**config.mk**
```make
export PLATFORM = sky130hd
export DESIGN_NAME = reg_transport_fwd_queue
export DESIGN_NICKNAME = d
export VERILOG_FILES = /design/src/rtl/reg_transport_fwd_queue.sv
export SDC_FILE = /design/constraint.sdc
export NUM_CORES = 1
export LEC_CHECK = 0
export CAP_MARGIN = 30
export CORE_MARGIN = 2
export CORE_UTILIZATION = 61
export CTS_CLUSTER_SIZE = 16
export DETAILED_ROUTE_END_ITERATION = 8
export HOLD_SLACK_MARGIN = 0.05
export PLACE_DENSITY = 0.87
export SYNTH_ARGS = -nofsm -noshare
export SYNTH_HDL_FRONTEND = slang
export SYNTH_SLANG_ARGS = --single-unit
```
**constraint.sdc**
```tcl
create_clock -name clk -period 7.7 [get_ports clk]
set_input_delay 0.77 -clock clk [delete_from_list [all_inputs] [get_ports clk]]
set_output_delay 0.77 -clock clk [all_outputs]
set_load 0.01 [all_outputs]
```
**src/rtl/reg_transport_fwd_queue.sv**
```systemverilog
// In-order writeback queue between execute/memory and the register file, with
// combinational newest-wins forwarding lookups for decode.
module reg_transport_fwd_queue #(
    parameter int unsigned REG_WIDTH  = 32,
    parameter int unsigned ADDR_WIDTH = 5,
    parameter int unsigned DEPTH      = 4,
    parameter int unsigned READ_PORTS = 2
) (
    input  logic                             clk,
    input  logic                             nRst,
    input  logic                             flush,
    input  logic                             wr_valid,
    output logic                             wr_ready,
    input  logic [REG_WIDTH-1:0]             wr_value,
    input  logic [ADDR_WIDTH-1:0]            wr_addr,
    output logic                             out_valid,
    input  logic                             out_ready,
    output logic [REG_WIDTH-1:0]             out_value,
    output logic [ADDR_WIDTH-1:0]            out_addr,
    input  logic [READ_PORTS*ADDR_WIDTH-1:0] rd_addr,
    output logic [READ_PORTS-1:0]            rd_hit,
    output logic [READ_PORTS*REG_WIDTH-1:0]  rd_value,
    output logic [$clog2(DEPTH):0]           count
);

    localparam int unsigned PW = $clog2(DEPTH);
    localparam int unsigned CW = PW + 1;

    logic [REG_WIDTH-1:0]  val_q  [DEPTH];
    logic [ADDR_WIDTH-1:0] addr_q [DEPTH];
    logic [PW-1:0]         head_q, head_d;
    logic [PW-1:0]         tail_q, tail_d;
    logic [CW-1:0]         count_q, count_d;
    logic                  push, store, pop;

    assign wr_ready  = (count_q < CW'(DEPTH)) && nRst;
    assign out_valid = (count_q != '0);
    assign push      = wr_valid && wr_ready;
    // Writes to x0 complete the handshake but are never stored.
    assign store     = push && (wr_addr != '0);
    assign pop       = out_valid && out_ready;
    assign count     = count_q;
    assign out_value = out_valid ? val_q[head_q]  : '0;
    assign out_addr  = out_valid ? addr_q[head_q] : '0;

    always_comb begin
        head_d  = head_q;
        tail_d  = tail_q;
        count_d = count_q;
        if (!nRst || flush) begin
            head_d  = '0;
            tail_d  = '0;
            count_d = '0;
        end else begin
            if (store) tail_d = tail_q + 1'b1;
            if (pop)   head_d = head_q + 1'b1;
            case ({store, pop})
                2'b10:   count_d = count_q + 1'b1;
                2'b01:   count_d = count_q - 1'b1;
                default: count_d = count_q;
            endcase
        end
    end

    always_ff @(posedge clk) begin
        head_q  <= head_d;
        tail_q  <= tail_d;
        count_q <= count_d;
        if (nRst && !flush && store) begin
            val_q[tail_q]  <= wr_value;
            addr_q[tail_q] <= wr_addr;
        end
    end

    // Scan oldest to newest so the last match (nearest tail) wins.
    always_comb begin
        rd_hit   = '0;
        rd_value = '0;
        for (int unsigned p = 0; p < READ_PORTS; p++) begin
            for (int unsigned k = 0; k < DEPTH; k++) begin
                if ((CW'(k) < count_q) && (rd_addr[p*ADDR_WIDTH +: ADDR_WIDTH] != '0) &&
                    (addr_q[head_q + PW'(k)] == rd_addr[p*ADDR_WIDTH +: ADDR_WIDTH])) begin
                    rd_hit[p]                     = 1'b1;
                    rd_value[p*REG_WIDTH +: REG_WIDTH] = val_q[head_q + PW'(k)];
                end
            end
        end
    end

endmodule

```
==> Word level (Yosys, flattened, before mapping) <==
Memories as Yosys holds them, arrays and structs flattened. A register that Yosys moved wholly into a read port is not among the register bits.
Index checks and enable logic that the tools add are counted.
{ "classes": {"n_lt_le_gt_ge": 5, "muxes": 25, "reduce_logical": 30, "add_sub_neg": 6, "eq_ne": 10} }
{ "ops": {"columns": ["operator", "count"], "rows": [
  ["$mux W32", 9],
  ["$eq A5 B5 Y1", 8],
  ["$logic_and A1 B1 Y1", 22],
  ["$reduce_bool A5 Y1", 3],
  ["$mux W1", 10],
  ["$mux W2", 4],
  ["$lt A1 B3 Y1 const A", 2],
  ["$lt A2 B3 Y1 const A", 2],
  ["$pmux W3 S2", 1],
  ["$mux W5", 1],
  ["$add A2 B1 Y2 const B", 2],
  ["$add A2 B2 Y2 const B", 2],
  ["$add A3 B1 Y3 const B", 1],
  ["$lt A3 B3 Y1 const B", 1],
  ["$reduce_bool A3 Y1", 1],
  ["$sub A3 B1 Y3 const B", 1],
  ["$eq A2 B1 Y1 const B", 1],
  ["$eq A2 B2 Y1 const B", 1],
  ["$logic_not A1 Y1", 2],
  ["$reduce_bool A2 Y1", 1],
  ["$logic_or A1 B1 Y1", 1]
]} }
{ "word_totals": {"input_bits": 52, "word_cells": 81, "reg_bits": 7, "ram_bits": 148, "mem_count": 2, "output_inout_bits": 108} }
{ "memory_table": {"columns": ["memory", "words", "width", "rd", "rd_ports_with_merged_regs", "wr", "line_no", "source"], "rows": [
  ["val_q", 4, 32, 4, 1, 1, "29", "logic [REG_WIDTH-1:0] val_q [DEPTH];"],
  ["addr_q", 4, 5, 4, 1, 1, "30", "logic [ADDR_WIDTH-1:0] addr_q [DEPTH];"]
]} }

==> Logic depth before layout (Yosys ltp) <==
{ "depth": {"word_depth": 7, "ltp_mapped": 11, "depth_no_buf": 8} }

==> Worst setup path before layout <==
No wires, ideal clock.
{ "synth_path": {"path_kind": "input to output", "startpoint": "input rd_addr[0]", "endpoint": "output rd_value[22]", "arrival_time_ns": 2.621, "setup_slack_ns": 4.309, "required_time_ns": 6.930, "n_path_buf": 3, "stages": 9, "path_cell_list": "clkbuf_1 > nor4_1 > nand2b_1 > nand3_1 > or2_0 > clkbuf_1 > clkbuf_1 > a31oi_1 > a211oi_1"} }
{ "synth_via": {"elab_chain_len": 7} }
{ "synth_rtl": {"columns": ["element", "line_no", "source"], "rows": [
  ["start, declared", "20", "input logic [READ_PORTS*ADDR_WIDTH-1:0] rd_addr,"],
  ["$reduce_bool A5 Y1", "81", "if ((CW'(k) < count_q) && (rd_addr[p*ADDR_WIDTH +: ADDR_WIDTH] != '0) &&"],
  ["$logic_and A1 B1 Y1 (2 in a row)", "81", null],
  ["$mux W32 (3 in a row)", "81", null],
  ["$mux W32 (*)", "81", null],
  ["end, declared", "22", "output logic [READ_PORTS*REG_WIDTH-1:0] rd_value,"]
]} }
Every way passes the cells marked *; elsewhere a longest branch is shown, timed or not.

==> Worst setup path in the final report <==
{ "layout_path": {"startpoint": "register head_q[0]", "endpoint": "output rd_value[26]"} }
{ "layout_via": {"elab_chain_len": 7} }
{ "layout_rtl": {"columns": ["element", "line_no", "source"], "rows": [
  ["start, declared", "31", "logic [PW-1:0] head_q, head_d;"],
  ["start signal, assigned", "66", "head_q <= head_d;"],
  ["$add A2 B1 Y2", "82, 84", null],
  ["$mem_v2 Z4 W5", null, null],
  ["$eq A5 B5 Y1", "82", "(addr_q[head_q + PW'(k)] == rd_addr[p*ADDR_WIDTH +: ADDR_WIDTH])) begin"],
  ["$logic_and A1 B1 Y1", "81", null],
  ["$mux W32 (2 in a row)", "81", null],
  ["$mux W32 (*)", "81", null]
]} }
Marks and branches as above.

==> impl_metrics.ini <==
[global_route]
grt_max_degree = 62
grt_pass1_vias = 9347
grt_usage_pct = 33.81
antenna_found_initial = 0
grt_pass1_wl_um = 51580
gr-total-overflow = 0

[layout]
final_util_pct = 74.69
multi_input_area_um2 = 6554
drive_above_1_share_pct = 23.17
fin_nets = 1072
syn2layout_area_growth_pct = 19.85
regArea_um2 = 4634
fillers = 1118
antennaDiodeCount = 0
stdcell_count = 1257

[logic_synthesis]
synth_most_common_cell = edfxtp_1
seq_area_frac_synth_pct = 39.54
ys.flop_type = edfxtp_1
synthTopCellsByArea = edfxtp_1, mux4_2, mux2i_1, nor3_2, and2_1
synth_common_cells = edfxtp_1, mux4_2, nor2_1
yosysTopAreaCell = edfxtp_1
async_reset_ff_share_pct = 0
synth_cell_types = 53
synth_area_um2 = 11700
synth_edf_count = 148
synth_nets = 962
syn_avg_cell_area_um2 = 12.98
yosys_register_bits = 157
synth_top_area_share_pct = 38.00
synth_cells = 901
synth_warnings = 0

[pwr]
intPower_w = 0.001553
netSwitchingFraction_pct = 22.83
seq_power_share_pct = 47.4
p_comb_share_pct = 11.0
vdd_ir_drop_max_mv = 0.1585
powerDensity_nw_per_um2 = 143.5
p_total_w = 0.002012
pwr-share-clk_pct = 41.5
p_sw_w = 0.0004592
power.leakage_nw = 4.390

[timing]
finalCriticalPeriod_ns = 5.959
hold_viol_final = 0
tns_ns = 0
fmax_mhz = 167.8
fin_crit_sh_pct = 77.39
layout_setup_ws_ns = 1.741
maxSlewViolCount = 0
slew_headroom_pct = 31.45
finClkSkew_ns = 0.008780
rsz0062_at_grt = false
max_slew.worst_pin.slew_ns = 1.026
finalSetupViolations = 0

[drt]
dr.pass1.iters = 6
remaining_drc_errors = 0
routedWlPerCell_um = 27.12
vias_per_cell = 7.497
vias = 9424
drt_iter0_drc = 1160
wl_um = 34090
antenna_left = 0

[placement]
pre_cts_slack_ns = 2.428
routabilityCongestion = 0.8855
port_buffers = 159
dp_hpwl_um = 21720
dp.cells = 1226

[setup_path]
worst-path-buf-inv = 4
critPathLaunchType = flop
crit_top_cell = buf_4
arrival_ns = 5.19
worstPathRequired_ns = 6.93
cp_top_family = buffers and inverters
path_cells = buf_4 -> mux4_2 -> xnor2_1 -> nand3_2 -> buf_4 -> or2_1 -> buf_4 -> a31oi_1 -> a211oi_1 -> clkdlybuf4s50_1
critical_path_peak_fanout = 35
r2r-start = count[0]
startpoint = head_q[0]
cp-end-kind = primary output
cp_slowest_stage_delay_ns = 0.71
crit_slowest_cell = dfxtp_4
crit_type = reg -> out

[job]
drv_cap = 0

[clock_tree]
path_clk_slew_ns = 0.06
cts-root-buf = clkbuf_16
cts-buffers-inserted = 17
insertion_delay_ns = 0.44
cts_htree_levels = 4
clockBufferDepth = 2
cts_resized = 0
cts_tree = done
cts_hold_buffers = 0
postCtsSetupBuffers = 0
cts.sinks = 157

[floorplan]
die_w_um = 142.5
coreArea_um2 = 18770
pin_count = 160
die_y_um = 142.5
rows = 50
initial_core_util_pct = 62.32
dieArea_um2 = 20300

[status]
status = finished, final reports clean

[worst_hold_path]
hp-start = tail_q[1]
hp-class = reg -> reg
-- cell type report --
cell class	instances	share of cell area [%]
clock buffers	17	3.035
clock inverters	14	1.089
inverters	32	0.8568
multi-input cells	623	46.75
flip-flops and latches	157	33.06
well taps	234	2.089
repair buffers	180	13.12
-- layer usage --
metal | vias to the layer above | track usage [%] | share of wire (%)
met5 | - | 0 | 0
met4 | 0 | 18.29 | 5.2
met3 | 199 | 9.388 | 13
met2 | 851 | 53.37 | 47
met1 | 4542 | 42.79 | 35
li1 | 3832 | - | -
-- worst paths after layout --
check	to	slack [ns]	cells past startpoint
worst max-delay path	rd_value[26]	1.74	10
worst min-delay path	tail_q[1]	0.58	2
worst max register to register	count[2]	5.26	7
worst min register to register	tail_q[1]	0.58	2
-- cell families after synthesis --
logic type	after synthesis	share of synthesized area, %
mux	189	30.77
fa+ha+maj	9	0.9628
flops	157	39.54
buf+inv	121	4.793
compound gates	136	8.526
simple gates	247	12.27
xor+xnor	42	3.145
-- sequential cells by signal, indices dropped and copies added, names as in the netlist, named ones only --
name    count
val_q     128
addr_q     20
head_q      2
tail_q      2
count       3
-- cell usage in the layout, fill, tap and decap left out, types with 31 or more instances in the layout --
| master | netlist | final |
|---|---|---|
| inv_1 | 32 | 32 |
| mux2i_1 | 43 | 43 |
| nand2_1 | 40 | 40 |
| clkdlybuf4s50_1 | 0 | 159 |
| a211oi_1 | 37 | 37 |
| and2_1 | 48 | 44 |
| mux4_2 | 130 | 130 |
| a31oi_1 | 31 | 31 |
| nor2_1 | 61 | 58 |
| edfxtp_1 | 148 | 148 |
-- through the flow --
step	instance area [um2]	hold WS, ns
after floorplan	11700	0.5175
after global placement	13310	0.5436
after detailed placement	13440	0.5638
after CTS	14020	0.5738
after global routing	14020	0.6188
final	14020	0.5809
-- power by group through the flow --
| stage | Clock [W] | Combinational, W | Sequential, W |
|---|---|---|---|
| after global routing | 0.000865 | 0.000232 | 0.000955 |
| after CTS | 0.000834 | 0.000218 | 0.000954 |
| final | 0.000836 | 0.000222 | 0.000954 |
| after floorplan | 0 | 0.000121 | 0.000967 |
| after global placement | 0 | 0.000209 | 0.000971 |
| after detailed placement | 0 | 0.000215 | 0.000972 |
-- worst reg2reg max path, cell delays in order, from the launching register on --
cell and delay (ns):
dfxtp_1 0.52, inv_1 0.12, ha_1 0.22, nand2b_1 0.36
and2_1 0.29, ha_1 0.31, or3_1 0.39, a21oi_1 0.16
No activity file was read; power rests on OpenSTA's default activity.
